<file path="src/rtl/pwm_gen.sv">
// PWM generator: free-running 2^PWM_DEPTH slot period, duty cycle taken through a
// one-deep pending slot and applied only at a period boundary (or on enable).
module pwm_gen #(
    parameter int PWM_DEPTH = 12
) (
    input  logic                 clk,
    input  logic                 rst_n,
    input  logic                 EN,
    input  logic [PWM_DEPTH-1:0] DC,
    input  logic                 DC_VALID,
    output logic                 DC_READY,
    output logic [PWM_DEPTH-1:0] ACTIVE_DC,
    output logic                 PWM_OUT,
    output logic                 PERIOD_START
);

    typedef enum logic {IDLE = 1'b0, RUN = 1'b1} state_e;

    localparam logic [PWM_DEPTH-1:0] CNT_MAX = '1;

    state_e               state_q, state_d;
    logic [PWM_DEPTH-1:0] cnt_q, cnt_d;
    logic [PWM_DEPTH-1:0] pend_q, pend_d;
    logic                 pend_v_q, pend_v_d;
    logic [PWM_DEPTH-1:0] active_q, active_d;
    logic                 pwm_q, pwm_d;
    logic                 ps_q, ps_d;
    logic                 accept;
    logic                 xfer;

    // Ready depends only on the pending flag, never on DC_VALID.
    assign DC_READY     = ~pend_v_q;
    assign accept       = DC_VALID & ~pend_v_q;
    assign ACTIVE_DC    = active_q;
    assign PWM_OUT      = pwm_q;
    assign PERIOD_START = ps_q;

    always_ff @(posedge clk or negedge rst_n) begin
        if (!rst_n) begin
            state_q  <= IDLE;
            cnt_q    <= '0;
            pend_q   <= '0;
            pend_v_q <= 1'b0;
            active_q <= '0;
            pwm_q    <= 1'b0;
            ps_q     <= 1'b0;
        end else begin
            state_q  <= state_d;
            cnt_q    <= cnt_d;
            pend_q   <= pend_d;
            pend_v_q <= pend_v_d;
            active_q <= active_d;
            pwm_q    <= pwm_d;
            ps_q     <= ps_d;
        end
    end

    always_comb begin
        state_d  = state_q;
        cnt_d    = cnt_q;
        pend_d   = pend_q;
        pend_v_d = pend_v_q;
        active_d = active_q;
        pwm_d    = pwm_q;
        ps_d     = ps_q;
        xfer     = 1'b0;

        unique case (state_q)
            IDLE: begin
                cnt_d = '0;
                pwm_d = 1'b0;
                ps_d  = 1'b0;
                if (EN) begin
                    state_d = RUN;
                    xfer    = pend_v_q;
                end
            end
            RUN: begin
                if (!EN) begin
                    state_d = IDLE;
                    cnt_d   = '0;
                    pwm_d   = 1'b0;
                    ps_d    = 1'b0;
                end else begin
                    cnt_d = cnt_q + 1'b1;
                    pwm_d = (cnt_q < active_q);
                    ps_d  = (cnt_q == '0);
                    xfer  = pend_v_q && (cnt_q == CNT_MAX);
                end
            end
            default: state_d = IDLE;
        endcase

        // Transfer keys off the pre-edge flag; accept needs the flag clear,
        // so a value accepted on a wrap edge waits for the next wrap.
        if (xfer) begin
            active_d = pend_q;
            pend_v_d = 1'b0;
        end
        if (accept) begin
            pend_d   = DC;
            pend_v_d = 1'b1;
        end
    end

endmodule

</file>
<file path="config.mk">
export PLATFORM = sky130hd
export DESIGN_NAME = pwm_gen
export DESIGN_NICKNAME = d
export VERILOG_FILES = /design/src/rtl/pwm_gen.sv
export SDC_FILE = /design/constraint.sdc
export NUM_CORES = 1
export LEC_CHECK = 0
export CAP_MARGIN = 20
export CORE_ASPECT_RATIO = 0.7
export CORE_MARGIN = 5
export CORE_UTILIZATION = 56
export DETAILED_ROUTE_END_ITERATION = 8
export DONT_BUFFER_PORTS = 1
export HOLD_SLACK_MARGIN = 0.05
export PLACE_DENSITY_LB_ADDON = 0.05
export SETUP_SLACK_MARGIN = 0.1
export SLEW_MARGIN = 20
export SYNTH_ARGS = -nofsm -noshare
export SYNTH_HDL_FRONTEND = slang
export SYNTH_SLANG_ARGS = --single-unit
export TNS_END_PERCENT = 10
</file>
<file path="constraint.sdc">
create_clock -name clk -period 1.6 [get_ports clk]
set_input_delay 0.32 -clock clk [delete_from_list [all_inputs] [get_ports clk]]
set_output_delay 0.32 -clock clk [all_outputs]
set_load 0.1 [all_outputs]
</file>
==> summary.md <==
| Metric | Value |
|---|---|
| Crit path kind | `reg2reg` |
| Switching part of the total | `46.2%` |
| Outcome | `finished with violations` |
| DRC viols | `0` |
| Rel. slew slack | `80.0%` |
| Met1 wire length | `1870 um` |
| Internal power | `around 2.1 mW` |
| Clk_lat worst skew | `approximately 0.29 ns` |
| Register area share after synthesis | `51.2%` |
| Synth Warn # | `0` |
| Register area | `1030 um^2` |
| Clk_skew | `a little over 0.004 ns` |
| WHS | `0.171 ns` |
| GP Congestion | `around 0.85` |
| Clock power frac | `17.5%` |
| Buffers & Inverters on Critical Path | `1` |
| Final non-filler cell total | `253` |
| Initial antenna violation count | `0` |
| Startpoint Class | `flip-flop` |
| DP Worst Slack | `0.0198 ns` |
| Maximum vdd ir drop | `1080 uV` |
| EDFF count, synth | `0` |
| Worst Path Max Fanout | `13` |
| Cts bufs inserted | `5` |
| Nets | `231` |
| DR WL met3 | `307 um` |
| Failing checks | `negative setup slack` |
| Max Cap Viol | `0` |
| Sequential share of power | `35.2%` |
| Netlist cell types | `30` |
| Worst slew pin tran | `between 0.2 and 0.3 ns` |
| Hold Startpoint | `DC[0]` |
| P_leak | `about 1.2 nW` |
| Combinational Power Share | `47.4%` |
| Core area | `3450 um^2` |
| FP Rows | `18` |
| Power Total | `~4.0 mW` |
| Final WL | `4130 um` |
| Pwr Density | `1610 nW/um^2` |
| Area growth from synthesis to layout | `26.9%` |
| Final Util | `~72%` |
| Tot GR Track Use | `between 20 and 25%` |
| Async SR Flop Fraction | `100%` |
| Tmin final | `1.61 ns` |
| Fin. max-slew vios | `0` |
| Fillers | `244` |
| Final setup violation count | `6` |
| Post-DP Area | `2320 um^2` |
| Via count | `1,298` |
| Placed insts | `241` |
| Endpoint, Worst Hold | `pend_q[0]` |
| Starting Density | `56.7%` |
| Reg-to-Reg End | `ACTIVE_DC[2]` |
| First DRT Iteration DRCs | `89` |
| Flops & latches, synth | `40` |
| Largest net degree at the start of global routing | `41` |
| Multi-input gate area | `931 um^2` |
| Detailed-route wire length per cell | `16.3 um` |
| Die X | `80.6 um` |
| Post-route cell area | `2480 um^2` |
| Syn Area/Cell | `between 10 and 15 um^2` |
| Crit path max-delay cell type | `dfrtp_1` |
| Final hold vios | `0` |
| DIE HEIGHT | `approximately 60 um` |
| Clock-pin slew on the worst setup and hold paths | `0.08 ns` |
| Most common cell after layout, fill and taps aside | `buf_4` |
| Syn_nets | `191` |
| CTS Buffer Depth | `2` |
| First-pass GRT wire length | `between 6000 and 7000 um` |
| Root buf cell | `clkbuf_8` |
| Share of layout cells above drive strength 1 | `45.8%` |
| Worst reg2reg startpoint | `cnt_q[9]` |
| Crit path DAT | `between 1.5 and 2 ns` |
| CP delay by family, top | `flip-flops` |
| F_max | `620 MHz` |
| Hold Crit Depth | `1` |
| Critical Path End Type | `flip-flop` |
| IO Count | `31` |
| CP max stage delay | `0.35 ns` |
| Top Metal Used | `met4` |
| Most frequent cells in the layout | `buf_4, dfrtp_1, mux2_2, inv_1, nor2_1` |
| Cells on worst reg2reg path | `5` |
| Router iterations before antenna repair | `4` |
| R2R setup slack | `-0.01 ns` |
| Setup TNS Final | `-0.0407 ns` |
| DP HPWL | `3180 um` |
| Hold Path Class | `in2reg` |
| Sw Pwr | `between 1.5 and 2 mW` |
| Top FF cell, synth | `dfrtp_1` |
| CTS sink count | `40` |
| DRT antenna net count | `0` |
| Port bufs | `0` |
| GR Overflow Total | `0` |
| RSZ-0062 raised after global routing | `true` |
| CP Data Required Time | `approximately 1.8 ns` |
| Syn Std Cell Area | `~2000 um^2` |
| # diodes | `0` |
| Via density | `5.13` |
| CTS tree | `done` |
| Wire length on met2 | `1920 um` |
| Post-Synthesis Cells | `162` |
| Fin crit share | `101%` |
| Cells along the critical path | `nand4_1, o41ai_4, nand3_2, buf_12, mux2_4` |
| Final Worst Setup Slack | `-0.0140 ns` |
| Die area | `4790 um^2` |
| H-tree Lvls | `2` |
| Vias in the first global route | `around 1,400` |
synth_stat cells, types with 2 or more instances:
cell type  instances  area share (%)
o21ai_0            3            0.77
nand2_1            5            0.96
nand4_1            4             1.3
inv_1             17             3.3
mux2_4             9             6.9
xor2_1             3             1.3
xnor2_1            6             2.7
nor2_1            11             2.1
nand3_1            6             1.5
nor3_1             6             1.5
and3_1             2            0.64
mux2_2            15             8.6
a21oi_1            6             1.5
clkbuf_1           2            0.38
ha_1              13             8.3
dfrtp_1           40              51
metal layers:
metal | global-route usage, % | vias to the layer above
li1 | - | 634
met1 | 25.5 | 624
met2 | 32.0 | 37
met3 | 7.60 | 3
met4 | 6.99 | 0
met5 | 0 | -
area by class of cell:
cell class	count	share of cell area [%]
clock buffers	7	3.48
inverters	17	2.57
well taps	50	2.52
flip-flops and latches	40	41.4
repair buffers	36	12.1
multi-input cells	102	37.6
clock inverters	1	0.303
logic make-up (layout without fill, tap and decap cells):
group,count (synthesis),after routing,share of synthesized area [%]
AOI/OAI and AO/OA,13,13,4.29
xor gates and xnor gates,9,9,4.04
adders and majority gates,13,13,8.33
buffers and inverters,20,61,4.23
DFF,40,40,51.2
muxes,24,24,15.6
and+or+nand+nor,43,43,12.3
worst max-delay path by stage:
| stage | start | endpoint | slack (ns) | depth (start not counted) |
|---|---|---|---|---|
| 6_report | cnt_q[9] | ACTIVE_DC[2] | -0.01 | 5 |
| 5_1_grt | cnt_q[7] | ACTIVE_DC[2] | -0.09 | 5 |
| 4_1_cts | cnt_q[4] | ACTIVE_DC[2] | 0.0001 | 5 |
| 3_5_place_dp | cnt_q[4] | ACTIVE_DC[2] | 0.02 | 5 |
| 3_3_place_gp | cnt_q[3] | ACTIVE_DC[3] | 0.03 | 5 |
| 2_1_floorplan | cnt_q[4] | ACTIVE_DC[1] | -0.04 | 5 |
worst register-to-register path: stages (launching register included):
cell	delay [ns]
dfrtp_1	0.35
nand4_1	0.19
o41ai_4	0.34
nand3_2	0.13
buf_12	0.18
mux2_4	0.30
power groups by stage:
stage	Combinational, mW	Sequential, mW	Clock, mW
final	1.89	1.40	0.697
after floorplan	0.489	2.41	0
after global placement	1.82	1.41	0
after detailed placement	1.87	1.42	0
after global routing	1.98	1.43	0.758
after CTS	1.90	1.41	0.713
sequential cells by signal (all words and copies together) (netlist names):
name,flops
pend_v_q,1
PERIOD_START,1
pend_q,12
state_q,1
PWM_OUT,1
ACTIVE_DC,12
cnt_q,12
timing repair:
action | 4_1_cts | 5_1_grt
endpoints found under the hold margin | 41 | 0
hold buffers | 3 | 0
setup buffers | 0 | 1
endpoints found under the setup margin | 13 | 14
gates resized for setup | 0 | 3
Note: power is estimated with default switching activity, not from simulation.
